## config.mk

```make
export PLATFORM = sky130hd
export DESIGN_NAME = cpu_core_p
export DESIGN_NICKNAME = d
export VERILOG_FILES = /design/src/rtl/cpu_core_pkg.sv /design/src/rtl/alu_cz.sv /design/src/rtl/cpu_core_p.sv
export SDC_FILE = /design/constraint.sdc
export NUM_CORES = 1
export LEC_CHECK = 0
export BUFFER_PORTS_ARGS = -buffer_cell sky130_fd_sc_hd__buf_2
export CORE_MARGIN = 8
export CORE_UTILIZATION = 35
export CTS_BUF_LIST = sky130_fd_sc_hd__clkbuf_8
export CTS_CLUSTER_SIZE = 30
export DETAILED_ROUTE_END_ITERATION = 10
export SYNTH_ARGS = -nofsm -noshare
export SYNTH_HDL_FRONTEND = slang
export SYNTH_SLANG_ARGS = --single-unit
export TNS_END_PERCENT = 20
```

## constraint.sdc

```tcl
create_clock -name i_clk -period 3.57 [get_ports i_clk]
set_clock_uncertainty 0.05 [all_clocks]
set_input_delay 0.714 -clock i_clk [delete_from_list [all_inputs] [get_ports i_clk]]
set_output_delay 0.714 -clock i_clk [all_outputs]
set_load 0.02 [all_outputs]
```

## src/rtl/cpu_core_pkg.sv

```systemverilog
// cpu_core_pkg: shared opcode constants, FSM state encodings and flag bit
// indices for the cpu_core_p accumulator core.
package cpu_core_pkg;

  localparam logic [3:0] OP_NOP = 4'h0;
  localparam logic [3:0] OP_LDA = 4'h1;
  localparam logic [3:0] OP_ADD = 4'h2;
  localparam logic [3:0] OP_SUB = 4'h3;
  localparam logic [3:0] OP_STA = 4'h4;
  localparam logic [3:0] OP_LDI = 4'h5;
  localparam logic [3:0] OP_JMP = 4'h6;
  localparam logic [3:0] OP_JC  = 4'h7;
  localparam logic [3:0] OP_JZ  = 4'h8;
  localparam logic [3:0] OP_OUT = 4'hE;
  localparam logic [3:0] OP_HLT = 4'hF;

  typedef enum logic [2:0] {
    ST_F0   = 3'd0,
    ST_F1   = 3'd1,
    ST_EX   = 3'd2,
    ST_MEM  = 3'd3,
    ST_HALT = 3'd4
  } state_e;

  // Bit positions inside o_flags = {C,Z}
  localparam int FLAG_C = 1;
  localparam int FLAG_Z = 0;

endpackage

```

## src/rtl/alu_cz.sv

```systemverilog
// alu_cz: combinational add/subtract with carry and zero outputs.
//   a_i, b_i  : operands
//   sub_i     : 1 = a_i - b_i computed as a_i + ~b_i + 1
//   sum_o     : DATA_W-bit modular result
//   c_o       : carry-out (for subtract, 1 means no borrow)
//   z_o       : result is zero
module alu_cz #(
  parameter int DATA_W = 8
) (
  input  logic [DATA_W-1:0] a_i,
  input  logic [DATA_W-1:0] b_i,
  input  logic              sub_i,
  output logic [DATA_W-1:0] sum_o,
  output logic              c_o,
  output logic              z_o
);

  logic [DATA_W-1:0] b_eff;

  assign b_eff = sub_i ? ~b_i : b_i;
  assign {c_o, sum_o} = {1'b0, a_i} + {1'b0, b_eff} + {{DATA_W{1'b0}}, sub_i};
  assign z_o = (sum_o == '0);

endmodule

```

## src/rtl/cpu_core_p.sv

```systemverilog
// cpu_core_p: minimal accumulator CPU with synchronous-read memory port.
// Ports:
//   i_clk, i_rst (async, active high), i_en (run enable, freezes all state)
//   o_mem_addr / i_mem_rdata (read data valid one cycle after address)
//   o_mem_wr / o_mem_wdata   (store strobe and data)
//   o_out / o_out_valid      (output register and its one-cycle update pulse)
//   o_flags = {C,Z}, o_halted
// Build option: define CPU_CORE_P_CJMP_EN to build the C/Z flag registers and
// the JC/JZ conditional jumps; otherwise o_flags is 0 and JC/JZ act as NOP.
//
// state | meaning
// F0    | drive PC as fetch address
// F1    | capture instruction word, increment PC
// EX    | decode/execute; LDA/ADD/SUB drive operand address
// MEM   | LDA/ADD/SUB consume read data into A
// HALT  | frozen until reset
module cpu_core_p
  import cpu_core_pkg::*;
#(
  parameter int DATA_W = 8,
  parameter int ADDR_W = 4
) (
  input  logic              i_clk,
  input  logic              i_rst,
  input  logic              i_en,
  output logic [ADDR_W-1:0] o_mem_addr,
  input  logic [DATA_W-1:0] i_mem_rdata,
  output logic              o_mem_wr,
  output logic [DATA_W-1:0] o_mem_wdata,
  output logic [DATA_W-1:0] o_out,
  output logic              o_out_valid,
  output logic [1:0]        o_flags,
  output logic              o_halted
);

  state_e            state_q, state_d;
  logic [ADDR_W-1:0] pc_q, pc_d;
  logic [DATA_W-1:0] ir_q, ir_d;
  logic [DATA_W-1:0] acc_q, acc_d;
  logic [DATA_W-1:0] out_q, out_d;

  logic [3:0]        opcode;
  logic [ADDR_W-1:0] operand;
  logic [DATA_W-1:0] imm;
  logic [DATA_W-1:0] alu_sum;
  logic              alu_c, alu_z;

  assign opcode  = ir_q[DATA_W-1 -: 4];
  assign operand = ir_q[ADDR_W-1:0];
  assign imm     = {4'b0, ir_q[DATA_W-5:0]};

  alu_cz #(.DATA_W(DATA_W)) u_alu (
    .a_i  (acc_q),
    .b_i  (i_mem_rdata),
    .sub_i(opcode == OP_SUB),
    .sum_o(alu_sum),
    .c_o  (alu_c),
    .z_o  (alu_z)
  );

`ifdef CPU_CORE_P_CJMP_EN
  logic [1:0] flags_q, flags_d;
  assign o_flags = flags_q;
`else
  logic unused_cz;
  assign unused_cz = alu_c | alu_z;
  assign o_flags   = 2'b00;
`endif

  always_ff @(posedge i_clk or posedge i_rst) begin
    if (i_rst) begin
      state_q <= ST_F0;
      pc_q    <= '0;
      ir_q    <= '0;
      acc_q   <= '0;
      out_q   <= '0;
`ifdef CPU_CORE_P_CJMP_EN
      flags_q <= '0;
`endif
    end else if (i_en) begin
      state_q <= state_d;
      pc_q    <= pc_d;
      ir_q    <= ir_d;
      acc_q   <= acc_d;
      out_q   <= out_d;
`ifdef CPU_CORE_P_CJMP_EN
      flags_q <= flags_d;
`endif
    end
  end

  always_comb begin
    state_d    = state_q;
    pc_d       = pc_q;
    ir_d       = ir_q;
    acc_d      = acc_q;
    out_d      = out_q;
`ifdef CPU_CORE_P_CJMP_EN
    flags_d    = flags_q;
`endif
    o_mem_addr = pc_q;
    case (state_q)
      ST_F0: state_d = ST_F1;
      ST_F1: begin
        ir_d    = i_mem_rdata;
        pc_d    = pc_q + 1'b1;
        state_d = ST_EX;
      end
      ST_EX: begin
        state_d = ST_F0;
        case (opcode)
          OP_LDA, OP_ADD, OP_SUB: begin
            o_mem_addr = operand;
            state_d    = ST_MEM;
          end
          OP_STA: o_mem_addr = operand;
          OP_LDI: acc_d = imm;
          OP_JMP: pc_d = operand;
`ifdef CPU_CORE_P_CJMP_EN
          OP_JC:  if (flags_q[FLAG_C]) pc_d = operand;
          OP_JZ:  if (flags_q[FLAG_Z]) pc_d = operand;
`else
          OP_JC, OP_JZ: ;
`endif
          OP_OUT: out_d = acc_q;
          OP_HLT: state_d = ST_HALT;
          OP_NOP: ;
          default: ;
        endcase
      end
      ST_MEM: begin
        o_mem_addr = operand;
        state_d    = ST_F0;
        if (opcode == OP_LDA) begin
          acc_d = i_mem_rdata;
        end else begin
          acc_d = alu_sum;
`ifdef CPU_CORE_P_CJMP_EN
          flags_d[FLAG_C] = alu_c;
          flags_d[FLAG_Z] = alu_z;
`endif
        end
      end
      ST_HALT: state_d = ST_HALT;
      default: state_d = ST_F0;
    endcase
  end

  // IR only changes in F1, so in F0 it still names the instruction that just
  // retired; an OUT seen there means o_out was written on the previous edge.
  assign o_out_valid = i_en && (state_q == ST_F0) && (opcode == OP_OUT);
  assign o_mem_wr    = i_en && (state_q == ST_EX) && (opcode == OP_STA);
  assign o_mem_wdata = acc_q;
  assign o_out       = out_q;
  assign o_halted    = (state_q == ST_HALT);

endmodule

```

# After elaboration in Yosys (flattened, before gate mapping)
# Cells that the tools add are included.
word_totals:
  in_bits: 11
  wordCells: 46
  register_bits: 31
  output_inout_bits: 25
op_classes:
  n_addsub: 3
  n_reduce_logical: 13
  eq_ne: 14
  n_bitwise: 1
  mux: 10
op_table:
  columns: ["op", "count"]
  rows:
  - ["$mux 8", 3]
  - ["$pmux 4 s2", 2]
  - ["$pmux 8 s2", 1]
  - ["$eq 4x3->1 const B", 3]
  - ["$pmux 3 s4", 1]
  - ["$reduce_and 3->1", 3]
  - ["$add 8x1->8", 1]
  - ["$add 8x8->8", 1]
  - ["$eq 4x2->1 const B", 2]
  - ["$eq 4x4->1 const B", 2]
  - ["$mux 4", 2]
  - ["$not 8->8", 1]
  - ["$eq 3x2->1 const B", 2]
  - ["$pmux 3 s2", 1]
  - ["$add 4x1->4 const B", 1]
  - ["$eq 4x1->1 const B", 1]
  - ["$logic_and 1x1->1", 4]
  - ["$ne 2x1->1 const B", 2]
  - ["$reduce_bool 2->1", 2]
  - ["$reduce_or 4->1", 1]
  - ["$eq 3x1->1 const B", 1]
  - ["$eq 3x3->1 const B", 1]
  - ["$logic_not 3->1", 1]
  - ["$reduce_or 3->1", 1]
  - ["$reduce_and 2->1", 1]

# Logic depth before layout (Yosys ltp)
# Gate-level depths: netlist of run 1.
depth:
  depth_word: 6
  ltp_mapped: 10
  mapped_depth_nobuf: 8

# Hierarchy
# From an unflattened synthesis of run 1, not the netlist that was laid out.
hier_totals:
  cells_unflattened: 203
  area_unflattened_um2: 2183.3
modules_own_cells:
  columns: ["mod", "seq_area_each_um2", "cells_each", "area_per_inst_um2", "n_inst"]
  rows:
  - ["cpu_core_p", 775.7, 147, 1749.2, 1]
  - ["alu_cz", 0.0, 56, 434.2, 1]

# Worst setup path before layout of run 1
# Ideal clock, no wire load.
synth_path:
  path_kind: "register to register"
  start: "register ir_q[7]"
  end: "register acc_q[6] (netlist: o_mem_wdata[6])"
  setup_time_ps: 126
  synth_period_minus_slack_ps: 2663
  slack_ps: 907
  stages_incl_launch_ff: 11
  required_ps: 3394
  path_buffers: 2
  arrival_ps: 2488
  cell_sequence: "dfrtp_1 buf_2 nand4bb_1 clkbuf_1 xnor2_1 fa_1 a21o_1 a21oi_1 o21ai_0 mux2i_1 a221o_1"
synth_via:
  elab_chain_cells: 6
  word_cells_on_any_way: 10
  classes_between: "2 x add/sub; 4 x eq/ne; 3 x mux; 1 x reduce/logical"
synth_lines:
  columns: ["item", "line_no", "rtl"]
  rows:
  - ["start: declaration", "cpu_core_p.sv:38", "logic [DATA_W-1:0] ir_q, ir_d;"]
  - ["start signal: assignment", "cpu_core_p.sv:83", "ir_q <= ir_d;"]
  - ["$eq 4x2->1", "cpu_core_p.sv:55", ".sub_i(opcode == OP_SUB),"]
  - ["$mux 8", "alu_cz.sv:20", "assign b_eff = sub_i ? ~b_i : b_i;"]
  - ["$add 8x8->8", "alu_cz.sv:21", "assign {c_o, sum_o} = {1'b0, a_i} + {1'b0, b_eff} + {{DATA_W{1'b0}}, sub_i};"]
  - ["$add 8x1->8", "alu_cz.sv:21", null]
  - ["$mux 8", "cpu_core_p.sv:134", "if (opcode == OP_LDA) begin"]
  - ["$pmux 8 s2", "cpu_core_p.sv:102", "case (state_q)"]
  - ["end signal: assignment", "cpu_core_p.sv:75", "acc_q <= '0;"]
  - ["end signal: assignment", "cpu_core_p.sv:84", "acc_q <= acc_d;"]
  - ["end: declaration", "cpu_core_p.sv:39", "logic [DATA_W-1:0] acc_q, acc_d;"]
# Several ways; a longest one is shown, not always the timed one.
# A chain may end at the register's enable or synchronous reset.

# Final worst setup path of run 1
layout_path:
  start: "register ir_q[5]"
  end: "output o_mem_addr[3]"
layout_via:
  elab_chain_cells: 4
  word_cells_on_any_way: 7
  classes_between: "4 x eq/ne; 2 x mux; 1 x reduce/logical"
layout_lines:
  columns: ["item", "line_no", "rtl"]
  rows:
  - ["$eq 4x1->1 (tied with other cells)", "cpu_core_p.sv:111", "case (opcode)"]
  - ["$reduce_or 4->1 (no source line) *", null, null]
  - ["$mux 4 *", "cpu_core_p.sv:111", null]
  - ["$pmux 4 s2 *", "cpu_core_p.sv:102", null]
  - ["end: declaration", "cpu_core_p.sv:26", "output logic [ADDR_W-1:0] o_mem_addr,"]
# Mark *: on every way between the ends. The rest lies on a longest branch, timed or not.

==> run_results.csv, run 1 <==
group,metric,value,unit
clock_tree,cts.sinks,31,
setup_path,critical_path_arrival,2.48,ns
synthesis,ys.flop_type,"dfrtp_1",
clock_tree,cts_hold_buf,0,
setup_path,worst_r2r_path_depth,8,
place,portBuffers,33,
detailed_routing,via_count,1705,
grt,grt_max_degree,32,
detailed_routing,drt-initial-drc-count,113,
min_path,hold_path_class,"flip-flop to flip-flop",
clock_tree,cts-root-buf,"clkbuf_8",
power_and_ir_drop,powerDensity,745.0,mW/mm^2
run,drv_cap,0,
grt,overflow,0,
final_layout,nNetsFinal,262,
synthesis,ys_seq_area_share,36.05,%
detailed_routing,dr.pass1.iters,4,
floorplanning,die-area,0.008914,sq mm
synthesis,ys_types,55,
floorplanning,die_w,94.42,um
clock_tree,cts_buffer_depth,2,
setup_path,cpPeakStageDelay,0.56,ns
setup_path,cp_slowest_cell,"dfrtp_1",
setup_path,critical_path.max_fanout,15,
detailed_routing,antenna_left,0,
power_and_ir_drop,p_int,1.040,mW
floorplanning,core.rowCount,28,
power_and_ir_drop,leakage,1.114,nW
floorplanning,start_util,36.35,%
power_and_ir_drop,peakVddDrop,332.3,uV
outcome,outcome,"finished clean",
synthesis,syn-cell-area,0.002152,sq mm
timing,relSlewSlack,46.11,%
timing,setup_ws,0.3265,ns
setup_path,r2r_start,"ir_q[5]$_DFFE_PP0P_",
place,gp_congestion,0.7919,
timing,setup_tns,0,ns
timing,rsz0062_at_grt,"false",
min_path,hold_depth,1,
final_layout,n_antenna_cell,0,
setup_path,end_kind,"primary output",
floorplanning,coreArea,0.005921,sq mm
synthesis,synth_cells,212,
synthesis,yosysWarnings,0,
synthesis,synth_top_cell_by_area,"dfrtp_1",
setup_path,path_cells,"o21ai_0, or3b_2, a21oi_1, mux2_2, buf_2",
timing,setup_viol,0,
synthesis,netlist_top_cells_area,"dfrtp_1 (36%), mux2_2 (6.3%), mux2_4 (5.6%)",
final_layout,fin_cells,318,
power_and_ir_drop,total_power,1.821,mW
setup_path,r2r-end,"o_mem_wdata[6]$_DFFE_PP0P_",
clock_tree,clk_pin_slew,0.06,ns
clock_tree,cts_post_setup_buffers_inserted,0,
synthesis,async_reset_ff_share,100.0,%
timing,fmax,308.3,MHz
timing,fin_crit,3.244,ns
timing,hold_viol_final,0,
clock_tree,cts_tree,"done",
floorplanning,io_pins,36,
grt,grt_antenna_before_repair,0,
grt,grtUsageTotal,12.10,%
grt,grt_pass1_vias,1624,
floorplanning,dieHeight,94.42,um
synthesis,synth_top_area_share,36.05,%
place,dpl.cell_count,311,
power_and_ir_drop,pwr-share-seq,36.3,%
timing,report.final.slew_viol_count,0,
clock_tree,clk-insertion-delay-late,0.28,ns
setup_path,reg2reg_setup_slack,0.62,ns
detailed_routing,wirelength,5050,um
place,dp_hpwl,3769,um
synthesis,synth_seq_cells,31,
synthesis,synth_edf_count,0,
min_path,worstHoldStart,"o_out[3]$_DFFE_PP0P_",
clock_tree,cts_made_buffers,5,
final_layout,synthToLayoutAreaGrowth,13.55,%
setup_path,cp.required,2.81,ns
power_and_ir_drop,comb_power_share,48.5,%
synthesis,avgSynthCellArea,10.15,sq um
detailed_routing,wl_per_cell,15.88,um
timing,worst_pin_slew,0.8048,ns
setup_path,start_kind,"flip-flop",
min_path,min_to,"o_out[3]$_DFFE_PP0P_",
clock_tree,cts_resized,0,
clock_tree,cts-htree-levels,2,
detailed_routing,drc,0,
power_and_ir_drop,swShare,42.86,%
place,pre_cts_ws,0.6413,ns
final_layout,drive_gt1_share,29.63,%
detailed_routing,viasPerCell,5.362,
setup_path,crit_type,"flip-flop to primary output",
grt,grt_pass1_wl,8397,um
power_and_ir_drop,netSwitchingPower,0.7802,mW
timing,fin_crit_sh,90.85,%
power_and_ir_drop,pwr-share-clk,15.2,%
timing,hold_ws,0.4515,ns
==> cell families (layout without fill, tap and decap cells) <==
kind of cell / after synthesis / after routing / share of synthesized area, %
xor gates and xnor gates: 9 / 9 / 3.663
buffers and inverters: 15 / 45 / 3.953
and+or+nand+nor: 67 / 67 / 18.66
AOI/OAI and AO/OA: 55 / 55 / 17.85
other: 1 / 2 / 0.1743
adders and majority gates: 8 / 8 / 5.000
DFF: 31 / 31 / 36.05
muxes: 26 / 26 / 14.65
==> per-stage QoR <==
step | area (sq um) | utilization, %
2_1_floorplan | 2156 | -
3_3_place_gp | 2356 | 39.79
3_5_place_dp | 2356 | 39.79
4_1_cts | 2444 | 41.27
5_1_grt | 2444 | 41.27
6_report | 2444 | 41.27
==> synth_stat cells (3+ instances only) <==
master,count
nor2b_1,4
o21ai_0,16
mux2_4,8
nand2_1,21
nor2_1,9
inv_1,3
ha_1,7
nor3b_1,3
nor3_1,5
a21o_1,3
a21oi_1,11
mux2_2,12
xnor2_1,8
buf_2,5
mux2i_1,6
clkbuf_1,3
dfrtp_1,31
nand2b_1,4
nand3_1,8
==> how the worst max path moves through the flow <==
stage / from / end / cells after the start
global placement: ir_q[5]$_DFFE_PP0P_ / o_mem_addr[3] / 5
global route: ir_q[5]$_DFFE_PP0P_ / o_mem_addr[1] / 5
finish: ir_q[5]$_DFFE_PP0P_ / o_mem_addr[3] / 5
CTS: ir_q[5]$_DFFE_PP0P_ / o_mem_addr[3] / 5
detailed placement: ir_q[5]$_DFFE_PP0P_ / o_mem_addr[3] / 5
floorplan: ir_q[7]$_DFFE_PP0P_ / o_mem_wdata[6]$_DFFE_PP0P_ / 10
==> layer usage <==
metal	wire length (um)	up-vias	track usage, %	part of all wire [%]
li1	-	844	-	-
met1	2450	821	16.10	49
met2	2374	36	19.00	47
met3	166	4	2.381	3.3
met4	58	0	4.359	1.1
met5	0	-	0	0
==> power by group through the flow <==
stage               Clock [mW]  Sequential (mW)  Combinational, mW
finish                   0.277            0.661              0.883
global route             0.307            0.689              0.979
CTS                      0.291            0.661              0.889
detailed placement           0            0.667              0.882
global placement             0            0.666              0.878
floorplan                    0            0.587              0.780
==> critical path, delay by kind of cell, from the launching register on <==
family          cells  cell delay (ns)
buf+inv             1             0.16
mux                 1             0.39
flops               1             0.56
compound gates      2             0.65
simple gates        1             0.45
==> layout make-up <==
cell class                      count  area (sq um)
Sequential cell                    31         775.7
Timing Repair Buffer               35         180.2
Clock buffer                        6         82.58
Tap cell                           75         93.84
Multi-Input combinational cell    167          1295
Clock inverter                      1         5.005
Inverter                            3         11.26
Fill cell                         565          3477
==> registers in the layout, summed over array words and instances (netlist names) <==
register,count
o_mem_wdata,8
state_q,3
ir_q,8
o_out,8
pc_q,4
==> cells in the final DEF, fill, tap and decap left out, types with 2 or more instances in the layout <==
master	instances
a21boi_0	2
a21o_1	3
a21oi_1	11
a221o_1	2
a311oi_1	2
a31o_2	2
buf_2	33
buf_4	2
clkbuf_8	6
conb_1	2
dfrtp_1	31
ha_1	7
inv_1	3
mux2_2	12
mux2_4	8
mux2i_1	6
nand2_1	21
nand2b_1	4
nand3_1	8
nor2_1	9
nor2b_1	4
nor3_1	5
nor3b_1	3
o211a_1	2
o211ai_1	2
o21ai_0	16
o22ai_1	2
xnor2_1	8
No activity file was read; power rests on OpenSTA's default activity.
==> inputs of run 2 (changes only) <==
==> constraint.sdc (replaced) <==
create_clock -name i_clk -period 3.85 [get_ports i_clk]
set_clock_uncertainty 0.05 [all_clocks]
set_input_delay 0.77 -clock i_clk [delete_from_list [all_inputs] [get_ports i_clk]]
set_output_delay 0.77 -clock i_clk [all_outputs]
set_load 0.02 [all_outputs]
==> run 2 against run 1 <==
  * Die area unchanged
  * Global-route usage increased by 0.11 points
  * Sequential power decreased by 7.0%
  * Total power decreased by 5.6%
  * Utilization increased by 0.085 points
  * Largest power group unchanged
==> run_results.csv, run 2 (synthesis results as in run 1) <==
group,metric,value,unit
final_layout,drive_gt1_share,29.22,%
setup_path,r2r_start,"ir_q[5]$_DFFE_PP0P_",
timing,worst_pin_slew,0.9169,ns
final_layout,layout_commonest_cell,"buf_2",
place,dpl_cell_area,0.002349,sq mm
floorplanning,start_util,36.35,%
setup_path,critical_path_arrival,2.50,ns
floorplanning,die-area,0.008914,sq mm
floorplanning,dieHeight,94.42,um
clock_tree,cts_made_buffers,5,
place,dpl.cell_count,310,
place,gp_congestion,0.7696,
grt,grtUsageTotal,12.21,%
clock_tree,clk-insertion-delay-late,0.28,ns
detailed_routing,wirelength,5245,um
setup_path,end_kind,"primary output",
final_layout,multi_input_comb_area,0.001295,sq mm
grt,grt_pass1_vias,1686,
setup_path,startpoint,"ir_q[5]$_DFFE_PP0P_",
timing,setup_tns,0,ns
clock_tree,cts_resized,0,
clock_tree,cts-root-buf,"clkbuf_8",
detailed_routing,drt-initial-drc-count,89,
grt,grt_max_degree,23,
setup_path,start_kind,"flip-flop",
floorplanning,die_w,94.42,um
floorplanning,coreArea,0.005921,sq mm
detailed_routing,viasPerCell,5.346,
floorplanning,io_pins,36,
clock_tree,cts_tree,"done",
final_layout,finalInstanceArea,0.002449,sq mm
power_and_ir_drop,leakage,1.118,nW
detailed_routing,via_count,1700,
timing,hold_ws,0.4495,ns
final_layout,fillers,597,
setup_path,path_delay_family,"compound AO/OA/AOI/OAI gates",
detailed_routing,wl_per_cell,16.49,um
detailed_routing,antenna_left,0,
setup_path,crit_buf_inv,1,
setup_path,cpPeakStageDelay,0.55,ns
detailed_routing,dr.pass1.iters,5,
min_path,hold_path_class,"flip-flop to flip-flop",
place,dp_hpwl,3886,um
power_and_ir_drop,peakVddDrop,295.1,uV
final_layout,synthToLayoutAreaGrowth,13.78,%
setup_path,cp_slowest_cell,"dfrtp_1",
place,portBuffers,33,
min_path,worstHoldStart,"o_out[0]$_DFFE_PP0P_",
detailed_routing,drc,0,
grt,grt_antenna_before_repair,0,
clock_tree,cts_post_setup_buffers_inserted,0,
timing,setup_viol,0,
timing,rsz0062_at_grt,"false",
final_layout,fin_cells,318,
setup_path,cp.required,3.03,ns
final_layout,nNetsFinal,261,
timing,fin_crit,3.316,ns
timing,relSlewSlack,38.81,%
floorplanning,core.rowCount,28,
timing,fmax,301.6,MHz
power_and_ir_drop,powerDensity,702.2,mW/mm^2
final_layout,layout_common_cells,"buf_2 (33), dfrtp_1 (31), nand2_1 (21), o21ai_0 (16), mux2_2 (12)",
setup_path,crit_type,"flip-flop to primary output",
timing,report.final.slew_viol_count,0,
clock_tree,clk_pin_slew,0.07,ns
power_and_ir_drop,total_power,1.719,mW
final_layout,ff_latch_area,775.7,sq um
grt,overflow,0,
setup_path,path_cells,"o21ai_0, or3b_2, a21oi_1, mux2_2, buf_2",
clock_tree,cts-htree-levels,2,
setup_path,critical_path.max_fanout,15,
outcome,outcome,"finished clean",
run,drv_cap,0,
clock_tree,cts_hold_buf,0,
final_layout,n_antenna_cell,0,
clock_tree,cts_buffer_depth,2,
timing,hold_viol_final,0,
clock_tree,cts.sinks,31,
grt,grt_pass1_wl,8562,um
timing,fin_crit_sh,86.13,%
[run 2: final timing paths]
kind                                         endpoint  slack (ns)  depth (start not counted)
max in group asynchronous  o_mem_wdata[5]$_DFFE_PP0P_        2.43                          3
min                              o_out[0]$_DFFE_PP0P_        0.45                          1
min reg2reg                      o_out[0]$_DFFE_PP0P_        0.45                          1
max                                     o_mem_addr[1]        0.53                          5
max reg2reg                o_mem_wdata[6]$_DFFE_PP0P_        0.72                          8
min in group asynchronous         ir_q[3]$_DFFE_PP0P_        0.63                          2
[run 2: worst reg2reg max path, stage by stage, from the launching register on]
cell	delay [ns]
dfrtp_1	0.63
nand4bb_1	0.50
xnor2_1	0.32
fa_1	0.45
a21o_1	0.20
a21oi_1	0.21
o21ai_0	0.16
mux2i_1	0.15
a221o_1	0.35
[run 2: final cells by class]
type | count | share of cell area, %
Sequential cell | 31 | 31.68
Clock inverter | 1 | 0.1533
Timing Repair Buffer | 34 | 7.052
Tap cell | 75 | 3.832
Inverter | 3 | 0.4599
Clock buffer | 7 | 3.935
Multi-Input combinational cell | 167 | 52.89
[run 2: where the power goes]
| part | switching, mW | total [mW] | internal (mW) |
|---|---|---|---|
| combinational | 0.425 | 0.822 | 0.396 |
| clock | 0.122 | 0.283 | 0.161 |
| sequential | 0.189 | 0.615 | 0.426 |
| total | 0.737 | 1.72 | 0.982 |
[run 2: stage by stage]
stage               utilization [%]  setup WS (ns)
floorplan                         -          1.187
global placement              39.67         0.8433
detailed placement            39.67         0.7831
CTS                           41.36         0.5291
global route                  41.36         0.3998
finish                        41.36         0.5341
[run 2: per-layer routing]
layer | vias up | part of all wire (%) | global-route usage [%] | wire, um
met1 | 820 | 50 | 16.36 | 2607
met3 | 4 | 3.0 | 2.381 | 158
met5 | - | 0 | 0 | 0
met2 | 39 | 46 | 18.89 | 2434
li1 | 837 | - | - | -
met4 | 0 | 0.84 | 4.756 | 44
